**config.mk**
```make
export PLATFORM = sky130hd
export DESIGN_NAME = scaler_lut_step
export DESIGN_NICKNAME = d
export VERILOG_FILES = /design/src/rtl/scaler_lut_step.sv
export SDC_FILE = /design/constraint.sdc
export NUM_CORES = 1
export LEC_CHECK = 0
export ABC_AREA = 1
export BUFFER_PORTS_ARGS = -buffer_cell sky130_fd_sc_hd__buf_2
export CAP_MARGIN = 5
export CORE_ASPECT_RATIO = 1.2
export CORE_UTILIZATION = 45
export DETAILED_ROUTE_END_ITERATION = 6
export PLACE_DENSITY_LB_ADDON = 0.1
export RECOVER_POWER = 25
export SYNTH_ARGS = -nofsm -noshare
export SYNTH_HDL_FRONTEND = slang
export SYNTH_SLANG_ARGS = --single-unit
```
**constraint.sdc**
```tcl
create_clock -name core_clk -period 16.8 [get_ports core_clk]
set_input_delay 0.84 -clock core_clk [delete_from_list [all_inputs] [get_ports core_clk]]
set_output_delay 0.84 -clock core_clk [all_outputs]
set_load 0.01 [all_outputs]
```
**src/rtl/scaler_lut_step.sv**
```systemverilog
// Per-axis scaler step generator: source index, phase and advance per output beat.
// Optional build macro: SCALER_LUT_ROUND_EN (round phase to nearest instead of truncate).
module scaler_lut_step #(
    parameter int IMG_MAX          = 1920,
    parameter int IMG_BITWIDTH     = $clog2(IMG_MAX + 1),
    parameter int PHASE_NUM        = 4,
    parameter int PHASE_BITWIDTH   = $clog2(PHASE_NUM + 1) - 1,
    parameter int SF_BITWIDTH      = 24,
    parameter int SF_INT_BITWIDTH  = 4,
    parameter int SF_FRAC_BITWIDTH = 20,
    parameter int ADV_BITWIDTH     = SF_INT_BITWIDTH + 1
) (
    input  logic                      core_clk,
    input  logic                      core_rst,
    input  logic [IMG_BITWIDTH-1:0]   core_arg_img_src,
    input  logic [IMG_BITWIDTH-1:0]   core_arg_img_des,
    input  logic [SF_BITWIDTH-1:0]    core_arg_sf,
    input  logic                      start,
    output logic                      busy,
    output logic                      done,
    output logic                      m_axis_valid,
    input  logic                      m_axis_ready,
    output logic [IMG_BITWIDTH-1:0]   m_axis_src_idx,
    output logic [PHASE_BITWIDTH-1:0] m_axis_phase,
    output logic [ADV_BITWIDTH-1:0]   m_axis_adv,
    output logic                      m_axis_repeat,
    output logic                      m_axis_stride,
    output logic                      m_axis_last
);

    localparam int ACC_W = IMG_BITWIDTH + SF_FRAC_BITWIDTH + 1;
    localparam int ADD_W = ACC_W + 1;
    localparam int INT_W = ADD_W - SF_FRAC_BITWIDTH;
    localparam int IDX_W = IMG_BITWIDTH + 1;
    localparam int LOW_W = SF_FRAC_BITWIDTH - PHASE_BITWIDTH;
`ifdef SCALER_LUT_ROUND_EN
    localparam logic [ADD_W-1:0] RND = ADD_W'(1) << (LOW_W - 1);
`else
    localparam logic [ADD_W-1:0] RND = '0;
`endif
    localparam logic [IDX_W-1:0] ADV_SAT = IDX_W'((1 << ADV_BITWIDTH) - 1);

    typedef enum logic [1:0] {
        ST_IDLE,
        ST_LOAD,
        ST_OUT,
        ST_DONE
    } state_t;

    state_t state, state_nxt;

    logic [IMG_BITWIDTH-1:0] src_r;
    logic [IMG_BITWIDTH-1:0] des_r;
    logic [SF_BITWIDTH-1:0]  sf_r;
    logic [ACC_W-1:0]        acc;
    logic [IDX_W-1:0]        prev_idx;
    logic [IMG_BITWIDTH-1:0] beat;

    logic [ACC_W-1:0]          addr;
    logic [IDX_W-1:0]          prev_sel;
    logic [ADD_W-1:0]          rnd;
    logic [INT_W-1:0]          int_part;
    logic                      clamp;
    logic [IMG_BITWIDTH-1:0]   nxt_idx;
    logic [PHASE_BITWIDTH-1:0] nxt_phase;
    logic [IDX_W-1:0]          diff;
    logic [ADV_BITWIDTH-1:0]   nxt_adv;
    logic [IMG_BITWIDTH-1:0]   nxt_beat;
    logic                      nxt_last;
    logic                      hs;
    logic                      unused_low;

    assign hs   = m_axis_valid & m_axis_ready;
    assign busy = (state != ST_IDLE);
    assign done = (state == ST_DONE);

    // LOAD describes acc itself; a handshake describes the next address acc+sf
    always_comb begin
        addr      = acc;
        prev_sel  = prev_idx;
        nxt_beat  = '0;
        if (state != ST_LOAD) begin
            addr     = acc + ACC_W'(sf_r);
            prev_sel = {1'b0, m_axis_src_idx};
            nxt_beat = beat + 1'b1;
        end
        rnd       = {1'b0, addr} + RND;
        int_part  = rnd[ADD_W-1:SF_FRAC_BITWIDTH];
        clamp     = int_part >= INT_W'(src_r);
        nxt_idx   = int_part[IMG_BITWIDTH-1:0];
        nxt_phase = rnd[SF_FRAC_BITWIDTH-1 -: PHASE_BITWIDTH];
        if (clamp) begin
            nxt_idx   = src_r - 1'b1;
            nxt_phase = '0;
        end
        diff = {1'b0, nxt_idx} - prev_sel;
        if (diff > ADV_SAT) begin
            nxt_adv = ADV_SAT[ADV_BITWIDTH-1:0];
        end else begin
            nxt_adv = diff[ADV_BITWIDTH-1:0];
        end
        nxt_last = (nxt_beat == des_r - 1'b1);
    end

    assign unused_low = ^rnd[LOW_W-1:0];

    always_comb begin
        state_nxt = state;
        unique case (state)
            ST_IDLE: if (start) state_nxt = ST_LOAD;
            ST_LOAD: state_nxt = (des_r == '0) ? ST_DONE : ST_OUT;
            ST_OUT:  if (hs && m_axis_last) state_nxt = ST_DONE;
            ST_DONE: state_nxt = ST_IDLE;
            default: state_nxt = ST_IDLE;
        endcase
    end

    always_ff @(posedge core_clk or posedge core_rst) begin
        if (core_rst) begin
            state          <= ST_IDLE;
            src_r          <= '0;
            des_r          <= '0;
            sf_r           <= '0;
            acc            <= '0;
            prev_idx       <= '1;
            beat           <= '0;
            m_axis_valid   <= 1'b0;
            m_axis_src_idx <= '0;
            m_axis_phase   <= '0;
            m_axis_adv     <= '0;
            m_axis_repeat  <= 1'b0;
            m_axis_stride  <= 1'b0;
            m_axis_last    <= 1'b0;
        end else begin
            state <= state_nxt;
            unique case (state)
                ST_IDLE: begin
                    if (start) begin
                        src_r    <= core_arg_img_src;
                        des_r    <= core_arg_img_des;
                        sf_r     <= core_arg_sf;
                        acc      <= '0;
                        prev_idx <= '1;
                        beat     <= '0;
                    end
                end
                ST_LOAD: begin
                    if (des_r != '0) begin
                        m_axis_valid   <= 1'b1;
                        m_axis_src_idx <= nxt_idx;
                        m_axis_phase   <= nxt_phase;
                        m_axis_adv     <= nxt_adv;
                        m_axis_repeat  <= (nxt_adv == '0);
                        m_axis_stride  <= (nxt_adv > ADV_BITWIDTH'(1));
                        m_axis_last    <= (des_r == IMG_BITWIDTH'(1));
                    end
                end
                ST_OUT: begin
                    if (hs) begin
                        if (m_axis_last) begin
                            m_axis_valid <= 1'b0;
                        end else begin
                            acc            <= addr;
                            prev_idx       <= {1'b0, m_axis_src_idx};
                            beat           <= nxt_beat;
                            m_axis_src_idx <= nxt_idx;
                            m_axis_phase   <= nxt_phase;
                            m_axis_adv     <= nxt_adv;
                            m_axis_repeat  <= (nxt_adv == '0);
                            m_axis_stride  <= (nxt_adv > ADV_BITWIDTH'(1));
                            m_axis_last    <= nxt_last;
                        end
                    end
                end
                default: ;
            endcase
        end
    end

endmodule

```
-- Yosys cells after proc, flatten, opt, wreduce, memory -nomap -nowiden
Index checks and enable logic that the tools add are counted.
- $add $sub $neg: 5
- order comparisons: 3
- equal/unequal tests: 13
- multiplexer cells: 50
- bitwise logic cells: 1
- reduce and logical (&&, ||, !) cells: 15
- operator list (kind ; number):
    2-to-1 mux 32 bit ; 4
    2-to-1 mux 11 bit ; 8
    case mux 32 bit (2 select lines) ; 1
    2-to-1 mux 12 bit ; 4
    case mux 11 bit (2 select lines) ; 2
    adder 32 x 24 -> 32 bit ; 1
    case mux 12 bit (2 select lines) ; 1
    subtractor 11 x 1 -> 11 bit (second input constant) ; 2
    2-to-1 mux 5 bit ; 4
    != test 2 bit (second input constant) ; 7
    2-to-1 mux 1 bit ; 13
    greater-or-equal comparator 12 x 11 -> 1 bit ; 1
    greater-than comparator 12 x 5 -> 1 bit (second input constant) ; 1
    2-to-1 mux 2 bit ; 6
    AND reduction 4 bit ; 3
    subtractor 11 x 12 -> 12 bit ; 1
    adder 11 x 1 -> 11 bit (second input constant) ; 1
    equality test 11 x 1 -> 1 bit (second input constant) ; 1
    equality test 11 bit ; 1
    zero test 11 bit ; 1
    nonzero test 11 bit ; 1
    case mux 5 bit (2 select lines) ; 1
    case mux 1 bit (2 select lines) ; 4
    case mux 2 bit (4 select lines) ; 1
    13 further kinds ; 17
- flip-flop bits (word level): 125
- input port bits: 50
- output and inout port bits: 24
- word-level logic and storage cells: 102

-- Depth between registers and ports, before layout
Gate-level depths: netlist (run 1).
- depth after elaboration: 11
- depth in mapped cells: 50
- depth with buffers taken out: 49

-- Least setup slack after synthesis (run 1)
OpenSTA, ideal clock, no wires.
- kind: reg2reg
- start point: register acc[0]
- end point: register m_axis_stride
- arrival time: 5.610 ns
- required time: 16.677 ns
- slack: 11.067 ns
- stages on the path, launching flop included: 49
- clock period less this slack: 5.733 ns
- cell sequence: dfrtp_1 -> ha_1 -> inv_1 -> fa_1 -> o21ai_2 -> a21oi_1 -> o311ai_0 -> nand2_1 -> nand2_1 -> nand4_1 -> inv_1 -> nor2_1 -> inv_1 -> a21oi_1 -> or2_2 -> nand3_1 -> o21ai_0 -> inv_1 -> [13 not listed] -> o21ai_0 -> ha_1 -> nand2_1 -> nor2_1 -> a211oi_1 -> inv_1 -> a31oi_1 -> nand2_2 -> nand2_2 -> nand2_2 -> nand2_1 -> nand2_1 -> nand2_1 -> nand2_1 -> nor2_2 -> nand3_1 -> nor2_2 -> a21boi_1
- word-level cells in the longest chain between the ends: 11
- elaborated cells between the ends (all ways): 12
- RTL lines (item ; line ; RTL):
    start, declared ; 55 ; logic [ACC_W-1:0] acc;
    start signal, assigned ; 163 ; acc <= addr;
    adder 32 x 24 -> 32 bit (*) ; 83 ; addr = acc + ACC_W'(sf_r);
    2-to-1 mux 32 bit (*) ; 82 ; if (state != ST_LOAD) begin
    greater-or-equal comparator 12 x 11 -> 1 bit ; 89 ; clamp = int_part >= INT_W'(src_r);
    2-to-1 mux 11 bit (*) ; 92 ; if (clamp) begin
    subtractor 11 x 12 -> 12 bit (*) ; 96 ; diff = {1'b0, nxt_idx} - prev_sel;
    greater-than comparator 12 x 5 -> 1 bit ; 97 ; if (diff > ADV_SAT) begin
    2-to-1 mux 5 bit (*) ; 97 ;
    greater-than comparator 5 x 1 -> 1 bit (*) ; 154, 170 ;
    2-to-1 mux 1 bit ; 160 ; if (m_axis_last) begin
    2-to-1 mux 1 bit ; 159 ; if (hs) begin
    case mux 1 bit (2 select lines) (*) ; 136 ; unique case (state)
    end signal, assigned ; 154 ; m_axis_stride <= (nxt_adv > ADV_BITWIDTH'(1));
    end signal, assigned ; 170 ; m_axis_stride <= (nxt_adv > ADV_BITWIDTH'(1));
    end, declared ; 27 ; output logic m_axis_stride,
Every way passes the cells marked *; elsewhere a longest branch is shown, timed or not. The select of a mux whose other input is x is not followed.
A chain may end at the register's enable or synchronous reset.

-- Worst setup path after layout (run 1)
- start point: register acc[0]
- end point: register m_axis_repeat
- word-level cells in the longest chain between the ends: 11
- elaborated cells between the ends (all ways): 12
- RTL lines (item ; line ; RTL):
    adder 32 x 24 -> 32 bit (*) ; 83 ;
    2-to-1 mux 32 bit (*) ; 82 ;
    greater-or-equal comparator 12 x 11 -> 1 bit ; 89 ;
    2-to-1 mux 11 bit (*) ; 92 ;
    subtractor 11 x 12 -> 12 bit (*) ; 96 ;
    greater-than comparator 12 x 5 -> 1 bit ; 97 ;
    2-to-1 mux 5 bit (*) ; 97 ;
    zero test 5 bit (*) ; 153, 169 ;
    2-to-1 mux 1 bit ; 160 ;
    2-to-1 mux 1 bit ; 159 ;
    case mux 1 bit (2 select lines) (*) ; 136 ;
    end signal, assigned ; 153 ; m_axis_repeat <= (nxt_adv == '0);
    end signal, assigned ; 169 ; m_axis_repeat <= (nxt_adv == '0);
    end, declared ; 26 ; output logic m_axis_repeat,
Marks and branches as above.

==> results of run 1 <==
## power by group
group          internal [mW]  switching [mW]
logic                  0.395           0.714
registers              0.414          0.0667
clock network          0.251           0.137
## metrics by stage
stage / hold WS (ns) / cell area [sq um]
final: 0.483 / 9520
after global routing: 0.501 / 9520
after CTS: 0.483 / 9520
after detailed placement: 0.470 / 8910
after global placement: 0.469 / 8910
after floorplan: 0.450 / 8290
## registers in the layout, summed over array words and instances (netlist names)
signal and count:
sf_r 24, prev_idx 12, acc 32, m_axis_adv 5, m_axis_src_idx 11, state 2
des_r 11, m_axis_valid 1, m_axis_last 1, m_axis_phase 2, m_axis_stride 1, src_r 11
m_axis_repeat 1, beat 11
## critical path, delay by kind of cell, from the launching register on
| kind | cells | cell delay, ns |
|---|---|---|
| AO/OA/AOI/OAI | 8 | 1.60 |
| adder cells (fa/ha/maj) | 4 | 1.21 |
| buffers and inverters | 6 | 0.64 |
| flip-flops | 1 | 0.35 |
| AND/OR/NAND/NOR | 30 | 2.45 |
## layer usage
layer	share of wire	GRT usage
met1	0.44	0.265
met3	0.032	0.0373
met2	0.51	0.412
met4	0.019	0.0831
met5	0	0
## cell families (layout without fill, tap and decap cells)
group,after synthesis,after routing,synth area share
AOI/OAI and AO/OA,193,193,0.134
xor gates and xnor gates,40,40,0.0422
adders and majority gates,55,55,0.0848
buffers and inverters,185,272,0.0843
DFF,125,125,0.379
muxes,28,28,0.0380
and+or+nand+nor,456,456,0.237
## cells in the mapped netlist, types with 2 or more instances
cell / instances
sky130_fd_sc_hd__buf_1: 2
sky130_fd_sc_hd__o22ai_1: 17
sky130_fd_sc_hd__a32o_1: 2
sky130_fd_sc_hd__nor4_1: 2
sky130_fd_sc_hd__clkbuf_1: 21
sky130_fd_sc_hd__fa_1: 2
sky130_fd_sc_hd__or2_2: 4
sky130_fd_sc_hd__dfrtp_1: 113
sky130_fd_sc_hd__nor3_2: 2
sky130_fd_sc_hd__nand3_2: 5
sky130_fd_sc_hd__inv_1: 157
sky130_fd_sc_hd__nand3_1: 50
sky130_fd_sc_hd__nand2_2: 14
sky130_fd_sc_hd__a22o_1: 2
sky130_fd_sc_hd__a221oi_1: 2
sky130_fd_sc_hd__o41ai_1: 3
sky130_fd_sc_hd__a211oi_1: 3
sky130_fd_sc_hd__nand4_1: 10
sky130_fd_sc_hd__nor3_1: 17
sky130_fd_sc_hd__xnor2_1: 8
sky130_fd_sc_hd__nand2_1: 260
sky130_fd_sc_hd__a22oi_1: 10
sky130_fd_sc_hd__a21oi_1: 57
sky130_fd_sc_hd__dfstp_2: 12
sky130_fd_sc_hd__xor2_1: 32
sky130_fd_sc_hd__a21o_1: 4
sky130_fd_sc_hd__clkinv_1: 2
sky130_fd_sc_hd__o21bai_1: 5
sky130_fd_sc_hd__buf_2: 2
sky130_fd_sc_hd__mux2_2: 28
sky130_fd_sc_hd__o21ai_0: 74
sky130_fd_sc_hd__o21ai_1: 2
sky130_fd_sc_hd__a31oi_1: 4
sky130_fd_sc_hd__ha_1: 53
sky130_fd_sc_hd__nor2_2: 5
sky130_fd_sc_hd__nor2_1: 80
## final cells by class
cell class | count | area, sq um | area share
sequential | 125 | 3140 | 0.330
multi-input combinational | 772 | 4460 | 0.469
inverter | 160 | 604 | 0.0635
timing repair buffer | 80 | 415 | 0.0436
clock buffer | 20 | 447 | 0.0469
clock inverter | 12 | 169 | 0.0177
tap | 224 | 280 | 0.0294
## path summary, 6_finish.rpt
check	cells after the start	endpoint	slack, ns	start
min reg2reg	2	m_axis_repeat	0.48	m_axis_repeat
max reg2reg	48	m_axis_repeat	10.46	acc[0]
min	2	m_axis_repeat	0.48	m_axis_repeat
max in group asynchronous	3	sf_r[5]	13.72	core_rst
max	48	m_axis_repeat	10.46	acc[0]
min in group asynchronous	2	m_axis_repeat	1.30	core_rst
==> impl_metrics.ini, run 1 <==
[outcome]
run_status = finished, violations left
failed_checks = design-rule violations, max-capacitance violations, max-slew violations

[synth]
synth_largest_type_area_fraction = 0.341
synthDistinctLibCells = 52
async_flop_share = 1.00
yosys-top-cells-area = sky130_fd_sc_hd__dfrtp_1 (34%), sky130_fd_sc_hd__nand2_1 (12%), sky130_fd_sc_hd__ha_1 (8.0%), sky130_fd_sc_hd__inv_1 (7.1%), sky130_fd_sc_hd__o21ai_0 (4.5%)
synth_cells = 1082
synth_fp_nets = 1187
post_synthesis_cell_area_sq_um = 8290
synth_seq_area_share = 0.379
ys_ff_latch = 125
synth-edff-count = 0
yosysTopAreaCell = sky130_fd_sc_hd__dfrtp_1
ys_warn_count = 0
syn_avg_cell_area_sq_um = 7.67
synth-main-ff-cell = sky130_fd_sc_hd__dfrtp_1

[final_layout]
nNetsFinal = 1261
mostFrequentLayoutCell = sky130_fd_sc_hd__nand2_1
post_route_cells_drive_above_1_share = 0.161
filler_cell_count = 1814
layout_common_cells = sky130_fd_sc_hd__nand2_1 (259), sky130_fd_sc_hd__inv_1 (156), sky130_fd_sc_hd__dfrtp_1 (113), sky130_fd_sc_hd__nor2_1 (80), sky130_fd_sc_hd__o21ai_0 (74)
antenna-diode-count = 0
synthToLayoutAreaGrowth_pct = 14.8
layout.core_utilization = 0.526
number_of_standard_cells_in_the_layout_taps_in_and_fillers_out = 1393

[floorplan]
fp-row-count = 54
die_height_um = 151
pin_count = 74
starting_utilization_of_the_core_area = 0.458
floorplan.core_area_sq_um = 18100
die_width_um = 126
fp.dieArea_sq_um = 19000

[timing]
final_critical_path_setup_slack_ns = 10.46
setup_total_negative_slack_ns = 0
period_needed_ns = 6.34
final_max_slew_viol_count = 68
post_route_clock_period_utilization = 0.377
finalSetupViolCount = 0
timing.max_slew.rel_slack = -1.04
finClkSkew_ns = 0.0108
tightest_slew_ns = 3.04
final-hold-violation-count = 0
fmax_mhz = 158
grt_setup_unrepaired = false

[global_route]
grt_pass1_vias = 7105
overflow = 0
grt_start_max_net_pins = 68
grt_pass1_wl_mm = 33.7
grt_antenna_before_repair = 0
grt_usage = 0.226

[cts]
cts.repair.resized = 0
cts_num_sinks = 125
post-cts-setup-buffer-count = 0
cts-hold-fix-buffers = 0
path_clk_slew_ns = 0.06
clk_root_buffer_cell = sky130_fd_sc_hd__clkbuf_16
maximum_level_of_the_cts_h_tree = 4
cts_tree = yes
cts_inserted_buffers = 17
clock_path_buffers = 2
clk-insertion-delay-late_ns = 0.42

[power]
power_per_cell_area_nw_per_um2 = 208
power.ir.vdd_worst_uv = 105
fin_total_pwr_mw = 1.98
power.static_leakage_nw = 4.82

[detailed_routing]
avgViaCountPerCell = 5.13
postRouteWirelength_mm = 19.8
post_drt_wl_per_cell_um = 14.2
initialDrtViolationCount = 308
drc = 1
detail-route-antenna-nets = 0
vias = 7150
drt_pass1_iterations = 7

[critical_path]
cp.required_ns = 17.15
crit_slowest_cell = sky130_fd_sc_hd__o311ai_0
timing.critical_path.from_type = register
timing.critical_path.mode_cell = sky130_fd_sc_hd__nand2_1
critPathMaxStageDelay_ns = 0.51
timing_worst_setup_path_type = register to register
signal_arrival_time_at_the_worst_endpoint_ns = 6.69
critical_path_peak_fanout = 13
end_kind = register

[place]
gp_congestion = 0.877
port_bufs = 73
detailedPlacementHpwl_mm = 14.8
dpl_worst_slack_ns = 10.46
post-place-cells = 1361

[run]
maxCapViolations = 1

[worst_hold_path]
holdCritPathClass = register to register
No activity file was read; power rests on OpenSTA's default activity.
==> run 2, diff against run 1 <==
==> constraint.sdc (replaced) <==
create_clock -name core_clk -period 6.1 [get_ports core_clk]
set_input_delay 0.305 -clock core_clk [delete_from_list [all_inputs] [get_ports core_clk]]
set_output_delay 0.305 -clock core_clk [all_outputs]
set_load 0.01 [all_outputs]
==> run 2 against run 1 <==
Net effect:
- the flow still finishes with violations (design-rule violations, max-capacitance violations, max-slew violations)
- register-to-register slack worse by 10 ns
- first-iteration DRC count down 11%
- clock-buffer cell count up 4
- combinational power rose to 3.0 times the previous value
- total power rose to 2.9 times the previous value
- critical endpoint is now m_axis_adv[1]
==> impl_metrics.ini, run 2 (same netlist as run 1, synthesis figures left out) <==
[place]
detailedPlacementHpwl_mm = 15.1
post-place-cells = 1366
gp_congestion = 0.904
port_bufs = 73

[power]
fin_total_pwr_mw = 5.73
power_per_cell_area_nw_per_um2 = 588
power.static_leakage_nw = 4.90
power.ir.vdd_worst_uv = 255

[timing]
tightest_slew_ns = 2.65
final_max_slew_viol_count = 63
finClkSkew_ns = 0.00808
finalSetupViolCount = 0
fmax_mhz = 178
period_needed_ns = 5.63
final-hold-violation-count = 0
post_route_clock_period_utilization = 0.923
timing.max_slew.rel_slack = -0.774

[critical_path]
end_kind = register
critPathMaxStageDelay_ns = 0.38
crit_slowest_cell = sky130_fd_sc_hd__fa_2
rr_startpoint = acc[0]
setup.worst_path.start = acc[0]
critical_path_peak_fanout = 9
timing.critical_path.buf_inv = 8
signal_arrival_time_at_the_worst_endpoint_ns = 5.94
r2r_slack_ns = 0.47
path_delay_family = simple AND/OR/NAND/NOR gates
timing.critical_path.mode_cell = sky130_fd_sc_hd__nand2_1
timing.critical_path.from_type = register
timing_worst_setup_path_type = register to register
cp.required_ns = 6.41

[global_route]
grt_usage = 0.230
grt_antenna_before_repair = 0
grt_pass1_vias = 7192
overflow = 0
grt_start_max_net_pins = 65
grt_pass1_wl_mm = 34.4

[detailed_routing]
vias = 7185
drc = 3
avgViaCountPerCell = 5.12
drt_pass1_iterations = 7
dr_wl_met3_um = 525
top_layer_used = met4
initialDrtViolationCount = 275
drt-met1-wl_mm = 8.71
met2WireLength_mm = 10.5
post_drt_wl_per_cell_um = 14.4
detail-route-antenna-nets = 0
postRouteWirelength_mm = 20.3

[final_layout]
number_of_standard_cells_in_the_layout_taps_in_and_fillers_out = 1404
filler_cell_count = 1832
largest_register_ffs = 32
nNetsFinal = 1274
storage_element_area_sq_um = 3140
mostFrequentLayoutCell = sky130_fd_sc_hd__nand2_1
antenna-diode-count = 0
layout_common_cells = sky130_fd_sc_hd__nand2_1 (257), sky130_fd_sc_hd__inv_1 (154), sky130_fd_sc_hd__dfrtp_1 (113), sky130_fd_sc_hd__nor2_1 (80), sky130_fd_sc_hd__o21ai_0 (70)
area_of_combinational_cells_with_multiple_inputs_sq_um = 4580
layout.core_utilization = 0.538
post_route_cells_drive_above_1_share = 0.181
synthToLayoutAreaGrowth_pct = 17.5
register_with_the_highest_flop_count = acc
reg_top3 = acc (32), sf_r (24), prev_idx (12)

[cts]
path_clk_slew_ns = 0.05
maximum_level_of_the_cts_h_tree = 4
cts_inserted_buffers = 17
clk_root_buffer_cell = sky130_fd_sc_hd__clkbuf_16
clk-insertion-delay-late_ns = 0.42
cts_tree = yes
clock_path_buffers = 2
cts_num_sinks = 125

[floorplan]
starting_utilization_of_the_core_area = 0.458
floorplan.core_area_sq_um = 18100
die_height_um = 151
die_width_um = 126
pin_count = 74
fp-row-count = 54
fp.dieArea_sq_um = 19000

[outcome]
run_status = finished, violations left
failed_checks = design-rule violations, max-capacitance violations, max-slew violations

[worst_hold_path]
holdCritPathClass = input port to register
worst_hold_startpoint = core_arg_sf[13]

[run]
maxCapViolations = 1
run 2: cell count changes in the layout (fill, tap and decap cells not counted), moves of 4 or more:
cell	delta
sky130_fd_sc_hd__nor2_4	+4
sky130_fd_sc_hd__clkbuf_1	+6
sky130_fd_sc_hd__buf_4	+12
sky130_fd_sc_hd__buf_2	-5
sky130_fd_sc_hd__nor2_2	-4
sky130_fd_sc_hd__o21ai_0	-4
sky130_fd_sc_hd__clkinv_2	-4
run 2: worst paths after layout:
| check | cells past startpoint | end |
|---|---|---|
| worst min register to register | 2 | prev_idx[10] |
| worst max-delay path | 45 | m_axis_adv[1] |
| min in group asynchronous | 2 | m_axis_adv[0] |
| worst min-delay path | 2 | sf_r[13] |
| worst max register to register | 45 | m_axis_adv[1] |
| max in group asynchronous | 3 | sf_r[3] |
run 2: final cells by class:
cell class / count / share of cell area
multi-input combinational: 772 / 0.470
sequential: 125 / 0.322
inverter: 160 / 0.0623
timing repair buffer: 93 / 0.0524
clock buffer: 24 / 0.0504
tap: 224 / 0.0288
clock inverter: 6 / 0.0136
run 2: what timing repair did:
item | CTS | global route
pin swaps | 0 | 8
hold buffers | 0 | 0
setup endpoints to repair | 1 | 7
buffers inserted | 0 | 8
resized for setup | 1 | 34
hold endpoints to repair | 0 | 0
run 2: worst reg2reg max path, delay by kind of cell (launching register included):
kind / cells / cell delay [ns]
simple gates: 23 / 1.94
fa+ha+maj: 5 / 1.36
compound gates: 8 / 0.96
buf+inv: 8 / 0.72
flops: 1 / 0.36
xor+xnor: 1 / 0.21
run 2: metrics by stage:
step	setup TNS (ns)	setup WS (ns)	instance area, sq um	hold WS (ns)
2_1_floorplan	0	0.367	8290	0.450
3_3_place_gp	0	0.213	8940	0.463
3_5_place_dp	0	0.0347	8940	0.473
4_1_cts	0	0.0382	9570	0.0588
5_1_grt	-0.544	-0.106	9750	0.107
6_report	0	0.469	9750	0.113
run 2: layer usage:
metal / vias up / track usage
li1: 3718 / -
met4: 0 / 0.0873
met2: 110 / 0.427
met5: - / 0
met3: 32 / 0.0348
met1: 3325 / 0.264
run 2: power breakdown:
group,internal [mW],total (mW),switching [mW]
Sequential,1.14,1.33,0.189
Combinational,1.21,3.32,2.11
Clock,0.722,1.08,0.360
Total,3.08,5.73,2.66
